**src/rtl/alu_pkg.sv**
```systemverilog
// Shared types for the serial ALU datapath: opcodes and the
// sequencer state encoding.
package alu_pkg;

    typedef enum logic [1:0] {
        OP_AND = 2'b00,
        OP_OR  = 2'b01,
        OP_ADD = 2'b10,
        OP_SUB = 2'b11
    } alu_op_t;

    typedef enum logic [1:0] {
        S_IDLE  = 2'b00,
        S_SHIFT = 2'b01,
        S_DONE  = 2'b10
    } ser_state_t;

endpackage

```
**src/rtl/serial_alu_slice.sv**
```systemverilog
// One-bit ALU slice; SUB is a + ~b + 1, so b is inverted here and the
// caller seeds the carry with 1.
module serial_alu_slice
    import alu_pkg::*;
(
    input  logic    at,
    input  logic    bt,
    input  logic    cin,
    input  alu_op_t op,
    output logic    res,
    output logic    cout
);

    logic w_bt;

    assign w_bt = bt ^ (op == OP_SUB);

    always_comb begin
        res  = 1'b0;
        cout = 1'b0;
        unique case (op)
            OP_AND: res = at & bt;
            OP_OR:  res = at | bt;
            OP_ADD, OP_SUB: begin
                res  = at ^ w_bt ^ cin;
                cout = (at & w_bt) | (at & cin) | (w_bt & cin);
            end
        endcase
    end

endmodule

```
**src/rtl/bit_serial_alu.sv**
```systemverilog
// Bit-serial ALU: operands shift LSB-first through one slice with a
// registered carry; the result is reassembled and flagged with a pulse.
module bit_serial_alu
    import alu_pkg::*;
#(
    parameter int WIDTH = 8
) (
    input  logic             clk,
    input  logic             rst,
    input  logic             start,
    output logic             ready,
    input  logic [1:0]       op,
    input  logic [WIDTH-1:0] a,
    input  logic [WIDTH-1:0] b,
    output logic [WIDTH-1:0] result,
    output logic             result_valid,
    output logic             carry_out,
    output logic             zero
);

    localparam int CNT_W = $clog2(WIDTH);

    ser_state_t       r_state;
    alu_op_t          r_op;
    logic [CNT_W-1:0] r_cnt;
    logic [WIDTH-1:0] r_sh_a;
    logic [WIDTH-1:0] r_sh_b;
    logic [WIDTH-1:0] r_sh_r;
    logic             r_carry;
    logic             w_res;
    logic             w_cout;

    serial_alu_slice u_slice (
        .at   (r_sh_a[0]),
        .bt   (r_sh_b[0]),
        .cin  (r_carry),
        .op   (r_op),
        .res  (w_res),
        .cout (w_cout)
    );

    assign ready = (r_state == S_IDLE);

    always_ff @(posedge clk or posedge rst) begin
        if (rst) begin
            r_state      <= S_IDLE;
            r_op         <= OP_AND;
            r_cnt        <= '0;
            r_sh_a       <= '0;
            r_sh_b       <= '0;
            r_sh_r       <= '0;
            r_carry      <= 1'b0;
            result       <= '0;
            result_valid <= 1'b0;
            carry_out    <= 1'b0;
            zero         <= 1'b0;
        end else begin
            result_valid <= 1'b0;
            case (r_state)
                S_IDLE: begin
                    if (start) begin
                        r_sh_a  <= a;
                        r_sh_b  <= b;
                        r_op    <= alu_op_t'(op);
                        r_carry <= (op == 2'b11);
                        r_cnt   <= '0;
                        r_state <= S_SHIFT;
                    end
                end
                S_SHIFT: begin
                    r_sh_a  <= r_sh_a >> 1;
                    r_sh_b  <= r_sh_b >> 1;
                    r_sh_r  <= {w_res, r_sh_r[WIDTH-1:1]};
                    r_carry <= w_cout;
                    r_cnt   <= r_cnt + CNT_W'(1);
                    if (r_cnt == CNT_W'(WIDTH - 1))
                        r_state <= S_DONE;
                end
                S_DONE: begin
                    result       <= r_sh_r;
                    carry_out    <= r_carry;
                    zero         <= (r_sh_r == '0);
                    result_valid <= 1'b1;
                    r_state      <= S_IDLE;
                end
                default: r_state <= S_IDLE;
            endcase
        end
    end

endmodule

```
**config.mk**
```make
export PLATFORM = sky130hd
export DESIGN_NAME = bit_serial_alu
export DESIGN_NICKNAME = d
export VERILOG_FILES = /design/src/rtl/alu_pkg.sv /design/src/rtl/serial_alu_slice.sv /design/src/rtl/bit_serial_alu.sv
export SDC_FILE = /design/constraint.sdc
export NUM_CORES = 1
export LEC_CHECK = 0
export ABC_AREA = 1
export BUFFER_PORTS_ARGS = -buffer_cell sky130_fd_sc_hd__buf_4
export CORE_ASPECT_RATIO = 0.5
export CORE_MARGIN = 5
export CORE_UTILIZATION = 55
export CTS_CLUSTER_SIZE = 28
export DETAILED_ROUTE_END_ITERATION = 16
export PLACE_DENSITY_LB_ADDON = 0.25
export SYNTH_ARGS = -nofsm -noshare
export SYNTH_HDL_FRONTEND = slang
export SYNTH_SLANG_ARGS = --single-unit
```
**constraint.sdc**
```tcl
create_clock -name clk -period 1.9 [get_ports clk]
set_clock_uncertainty 0.2 [all_clocks]
set_input_delay 0 -clock clk [delete_from_list [all_inputs] [get_ports clk]]
set_output_delay 0 -clock clk [all_outputs]
set_load 0.01 [all_outputs]
```
==> flow_summary.toml, run 1 <==
[yosys]
synth_nets = 268
synthArstFlopShare = 1.00
ys_seq_area_frac = 0.557
yosys_warnings = 0
ys_seq_elements = 43
synth_area_per_cell_um2 = 7.91
netlist_area_um2 = 1930
synth_edf_count = 0
ys.flop_type = "dfrtp_1"
synthCells = 244
synth_area_leader_cell = "dfrtp_1"
yosys-top-cells-area = "dfrtp_1, nand2_1, o21ai_0, inv_1, nor2_1"
synth_top_area_frac = 0.557
synth_cell_type_count = 16

[placement]
place.gp.congestion = 0.792
dp.cells = 323
port_buffers = 32
dp_slack_ns = 0.343
hpwl_um = 2560

[critical_path]
crit_arrival_ns = 1.75
cp-start-kind = "register"
cpMaxStageDelayCell = "dlygate4sd3_1"
endpoint_kind = "register"
worst-setup-path-type = "reg2reg"
cpPeakStageDelay_ns = 0.57
crit_chain = "nor2_1, nand3_1, dlygate4sd3_1, nand2_1"
required_ns = 1.92
crit_fanout = 5

[detailed_routing]
viasPerCell = 4.75
drtPass1Iterations = 4
via_count = 1678
postRouteAntennaNets = 0
wl_met3_um = 194
routed-wl-met2_um = 2050
drt-met1-wl_um = 1850
drt_wl_total_um = 4120
wl_per_cell_um = 11.7
highest_layer = "met4"
drc_errors = 0
drtIter0Drc = 82

[layout]
drive_above_1_share = 0.172
fin_util = 0.749
syn_to_final_growth_pct = 32.5
fin_nets = 325
final_cell_count_no_fill = 353
antenna_cells = 0
nFillCells = 271

[sta]
post-route-period-util = 0.911
fin_tns_setup_ns = 0
fmax_mhz = 578
maxSlewHeadroom = 0.640
post-route-min-period_ns = 1.73
finalHoldViolCount = 0
setup_violations = 0
worstMarginPinSlew_ns = 0.539
maxSlewViolCount = 0
rsz0062_at_grt = "no"
setup_slack_ns = 0.169

[clock_network]
post_cts_resized = 0
numClockSinks = 43
cts_tree = "built"
postCtsSetupRepairBufs = 0
clk_pin_slew_ns = 0.08
hold_buffers = 22
cts_buffers = 5
clk_latency_ns = 0.28
clockBufferDepth = 2
cts_max_level = 2
cts-root-buf = "clkbuf_8"

[power]
clockPowerShare = 0.197
swShare = 0.379
pwr-share-comb = 0.397
p_seq_frac = 0.406
p_int_mw = 2.29
ir_worst_vdd_mv = 1.05
p_leak_nw = 1.40
p_switching_mw = 1.40
total_power_mw = 3.69
p_per_area_nw_per_um2 = 1440

[floorplanning]
die_w_um = 93.8
num_io_pins = 33
coreArea_um2 = 3420
die_h_um = 51.9
dieArea_um2 = 4870
start_util = 0.565
rows = 15

[grt]
grt_overflow_total = 0
grt_usage = 0.190
grt_max_degree = 44
grt_pass1_wl_um = 7150
antenna_found_initial = 0
grt_pass1_vias = 1654

[worst_hold_path]
worstHoldPathType = "in2async"

[outcome]
status = "finished, final reports clean"

[job]
max_cap_violations = 0
[path summary, 6_finish.rpt]
check,start,end,slack (ns),depth (start not counted)
hold reg to reg,r_carry,r_carry,0.28,2
max in group asynchronous,rst,r_sh_a[3],0.93,4
setup / recovery,r_state[0],r_sh_a[7],0.17,4
setup reg to reg,r_state[0],r_sh_a[7],0.17,4
hold / removal,rst,r_sh_b[4],0.21,4
min in group clk,r_carry,r_carry,0.28,2
[logic make-up (layout without fill, tap and decap cells)]
group           after synthesis  count (layout)  share of synthesized area
xor+xnor                      1               1                    0.00454
buf+inv                      27              85                     0.0622
compound gates               21              21                     0.0564
flops                        43              43                      0.557
simple gates                149             149                      0.296
fa+ha+maj                     3               3                     0.0233
[cell usage after synthesis (2+ instances only)]
| cell type | count |
|---|---|
| a21oi_1 | 3 |
| buf_2 | 6 |
| buf_4 | 3 |
| dfrtp_1 | 43 |
| ha_1 | 2 |
| inv_1 | 15 |
| inv_2 | 3 |
| nand2_1 | 127 |
| nand2_2 | 2 |
| nand3_1 | 4 |
| nor2_1 | 15 |
| o21ai_0 | 17 |
[critical path: cells and delay by family (launching register included)]
| family | cells | cell delay [ns] |
|---|---|---|
| simple gates | 3 | 0.45 |
| flops | 1 | 0.44 |
| buf+inv | 1 | 0.57 |
[flip-flops by register name (all words and copies together) (netlist names)]
signal,cells
r_sh_a,8
r_sh_b,8
r_sh_r,8
result,8
r_cnt,3
r_op,2
r_state,2
carry_out,1
r_carry,1
result_valid,1
zero,1
[stage by stage]
stage	hold WS [ns]	cell area [um^2]
detailed placement	-0.0256	2220
CTS	0.219	2560
global route	0.262	2560
floorplan	-0.0555	1930
finish	0.206	2560
global placement	-0.0300	2220
[area by class of cell]
class                           instances  area [um^2]  area share
Clock inverter                          2         35.0      0.0137
Timing Repair Buffer                   59          498       0.195
Inverter                               18         67.6      0.0264
Clock buffer                            6         82.6      0.0323
Sequential cell                        43         1080       0.421
Tap cell                               51         63.8      0.0250
Multi-Input combinational cell        174          734       0.287
[per-layer routing]
layer / vias to the layer above / global-route usage
li1: 849 / -
met1: 783 / 0.236
met2: 42 / 0.331
met3: 4 / 0.0549
met4: 0 / 0.0456
met5: - / 0
[power by group through the flow]
| stage | combinational (mW) | clock [mW] | sequential [mW] |
|---|---|---|---|
| 2_1_floorplan | 0.997 | 0 | 1.51 |
| 3_3_place_gp | 1.35 | 0 | 1.49 |
| 3_5_place_dp | 1.41 | 0 | 1.51 |
| 4_1_cts | 1.46 | 0.739 | 1.50 |
| 5_1_grt | 1.70 | 0.789 | 1.55 |
| 6_report | 1.47 | 0.726 | 1.50 |
[layout by cell type (no fill, tap or decap)]
master	Yosys	layout
buf_4	3	37
a21oi_1	3	3
clkinv_2	0	1
o21ai_2	1	1
nand3_1	4	4
dlygate4sd3_1	0	22
nand2_1	127	127
o21ai_0	17	17
clkbuf_8	0	6
ha_1	2	2
nand2_2	2	2
dfrtp_1	43	43
inv_1	15	15
xor2_1	1	1
nor2_1	15	15
bufinv_16	0	1
nor2_2	1	1
fa_1	1	1
inv_2	3	3
No activity file was read; power rests on OpenSTA's default activity.
==> inputs of run 2 (changes only) <==
--- a/config.mk
+++ b/config.mk
@@ -6,12 +6,12 @@
 export NUM_CORES = 1
 export LEC_CHECK = 0
 export ABC_AREA = 1
-export BUFFER_PORTS_ARGS = -buffer_cell sky130_fd_sc_hd__buf_4
-export CORE_ASPECT_RATIO = 0.5
+export CORE_ASPECT_RATIO = 0.6
 export CORE_MARGIN = 5
-export CORE_UTILIZATION = 55
+export CORE_UTILIZATION = 60
 export CTS_CLUSTER_SIZE = 28
 export DETAILED_ROUTE_END_ITERATION = 16
+export DONT_BUFFER_PORTS = 1
 export PLACE_DENSITY_LB_ADDON = 0.25
 export SYNTH_ARGS = -nofsm -noshare
 export SYNTH_HDL_FRONTEND = slang
==> run 2 against run 1 <==
Clock-buffer cell count grew 2. Final cell count shrank 11%. Non-clock buffer count shrank 29. Core utilization grew 2.9 points. Fmax shrank 4.4%. Worst hold slack lost 0.13 ns. Largest power group unchanged. Sequential share of layout area grew 4.3 points. Global-route usage grew 3.1 points. Sequential power grew 4%. Setup slack lost 0.080 ns.
==> flow_summary.toml, run 2 (synthesis gave the netlist of run 1 again) <==
[outcome]
status = "finished, final reports clean"

[grt]
antenna_found_initial = 0
grt_pass1_wl_um = 7570
grt_overflow_total = 0
grt_usage = 0.221
grt_max_degree = 44
grt_pass1_vias = 1567

[power]
ir_worst_vdd_mv = 0.994
p_per_area_nw_per_um2 = 1510
swShare = 0.403
p_leak_nw = 1.25
clockPowerShare = 0.180
total_power_mw = 3.51
p_switching_mw = 1.42
p_int_mw = 2.10
pwr-share-comb = 0.376
p_seq_frac = 0.444

[layout]
antenna_cells = 0
fin_nets = 296
multiInputGateArea_um2 = 739
ff_latch_area_um2 = 1080
nFillCells = 198
syn_to_final_growth_pct = 20.3
final_cell_area_um2 = 2320
drive_above_1_share = 0.0842
fin_util = 0.778
final_common_cell = "nand2_1"
layout_common_cells = "nand2_1, dfrtp_1, dlygate4sd3_1"

[clock_network]
clk_latency_ns = 0.29
numClockSinks = 43
cts_max_level = 2
clockBufferDepth = 2
cts_tree = "built"
cts_buffers = 5
clk_pin_slew_ns = 0.08
cts-root-buf = "clkbuf_8"

[floorplanning]
num_io_pins = 33
dieArea_um2 = 4490
coreArea_um2 = 2980
start_util = 0.647
rows = 15
die_w_um = 83.2
die_h_um = 53.9

[detailed_routing]
wl_met3_um = 281
postRouteAntennaNets = 0
drtPass1Iterations = 6
drt_wl_total_um = 4410
routed-wl-met2_um = 2080
wl_per_cell_um = 14.0
drtIter0Drc = 120
viasPerCell = 5.15
highest_layer = "met4"
via_count = 1621
drc_errors = 0
drt-met1-wl_um = 1990

[critical_path]
crit_arrival_ns = 1.80
endpoint_kind = "register"
required_ns = 1.89
crit_fanout = 5
worst-setup-path-type = "reg2reg"
cp-start-kind = "register"

[placement]
placed_cell_area_um2 = 1980
hpwl_um = 2560
port_buffers = 0
place.gp.congestion = 0.826

[job]
max_cap_violations = 0

[sta]
setup_violations = 0
maxSlewViolCount = 0
post-route-min-period_ns = 1.81
fmax_mhz = 552
maxSlewHeadroom = 0.646
worstMarginPinSlew_ns = 0.529
post-route-period-util = 0.953
finalHoldViolCount = 0

[worst_hold_path]
worstHoldPathType = "in2async"
## run 2: final timing paths
| path | endpoint | from | slack, ns | cells after the start |
|---|---|---|---|---|
| max | r_op[1] | r_state[0] | 0.09 | 5 |
| min | result[0] | rst | 0.08 | 3 |
| max reg2reg | r_op[1] | r_state[0] | 0.09 | 5 |
| min reg2reg | r_cnt[1] | r_cnt[1] | 0.29 | 2 |
| max in group asynchronous | r_state[0] | rst | 1.04 | 3 |
| min in group clk | r_sh_a[7] | start | 0.19 | 3 |
## run 2: power by group through the flow
stage	sequential [mW]	clock (mW)	combinational (mW)
2_1_floorplan	1.51	0	0.997
3_3_place_gp	1.55	0	1.18
3_5_place_dp	1.56	0	1.22
4_1_cts	1.55	0.631	1.27
5_1_grt	1.61	0.693	1.53
6_report	1.56	0.634	1.32
## run 2: timing repair
action,CTS,global route
gates resized for setup,0,3
hold endpoints to repair,66,0
endpoints found under the setup margin,0,2
setup buffers,0,0
hold buffers,24,0
## run 2: area by class of cell
cell class | count | area share
Clock buffer | 8 | 0.0431
Multi-Input combinational cell | 174 | 0.318
Sequential cell | 43 | 0.464
Inverter | 18 | 0.0291
Timing Repair Buffer | 30 | 0.123
Tap cell | 42 | 0.0226
## run 2: metrics by stage
step / std cells / setup TNS (ns) / hold WS [ns] / setup slack [ns]
CTS: 315 / 0 / 0.0923 / 0.144
global route: 315 / -0.0000793 / 0.133 / -0.0000793
global placement: 283 / 0 / -0.143 / 0.369
finish: 315 / 0 / 0.0758 / 0.0889
floorplan: 244 / 0 / -0.0555 / 0.392
detailed placement: 283 / 0 / -0.147 / 0.327
## run 2: metal layers
metal | GRT usage | vias up
met5 | 0 | -
met4 | 0.0870 | 0
met3 | 0.0550 | 6
met2 | 0.359 | 59
met1 | 0.293 | 764
li1 | - | 792
## run 2: critical path, cell delays in order, from the launching register on
cell	delay, ns
dfrtp_2	0.46
nor2_2	0.17
nand2_2	0.12
nor2_1	0.14
dlygate4sd3_1	0.57
a21oi_1	0.05
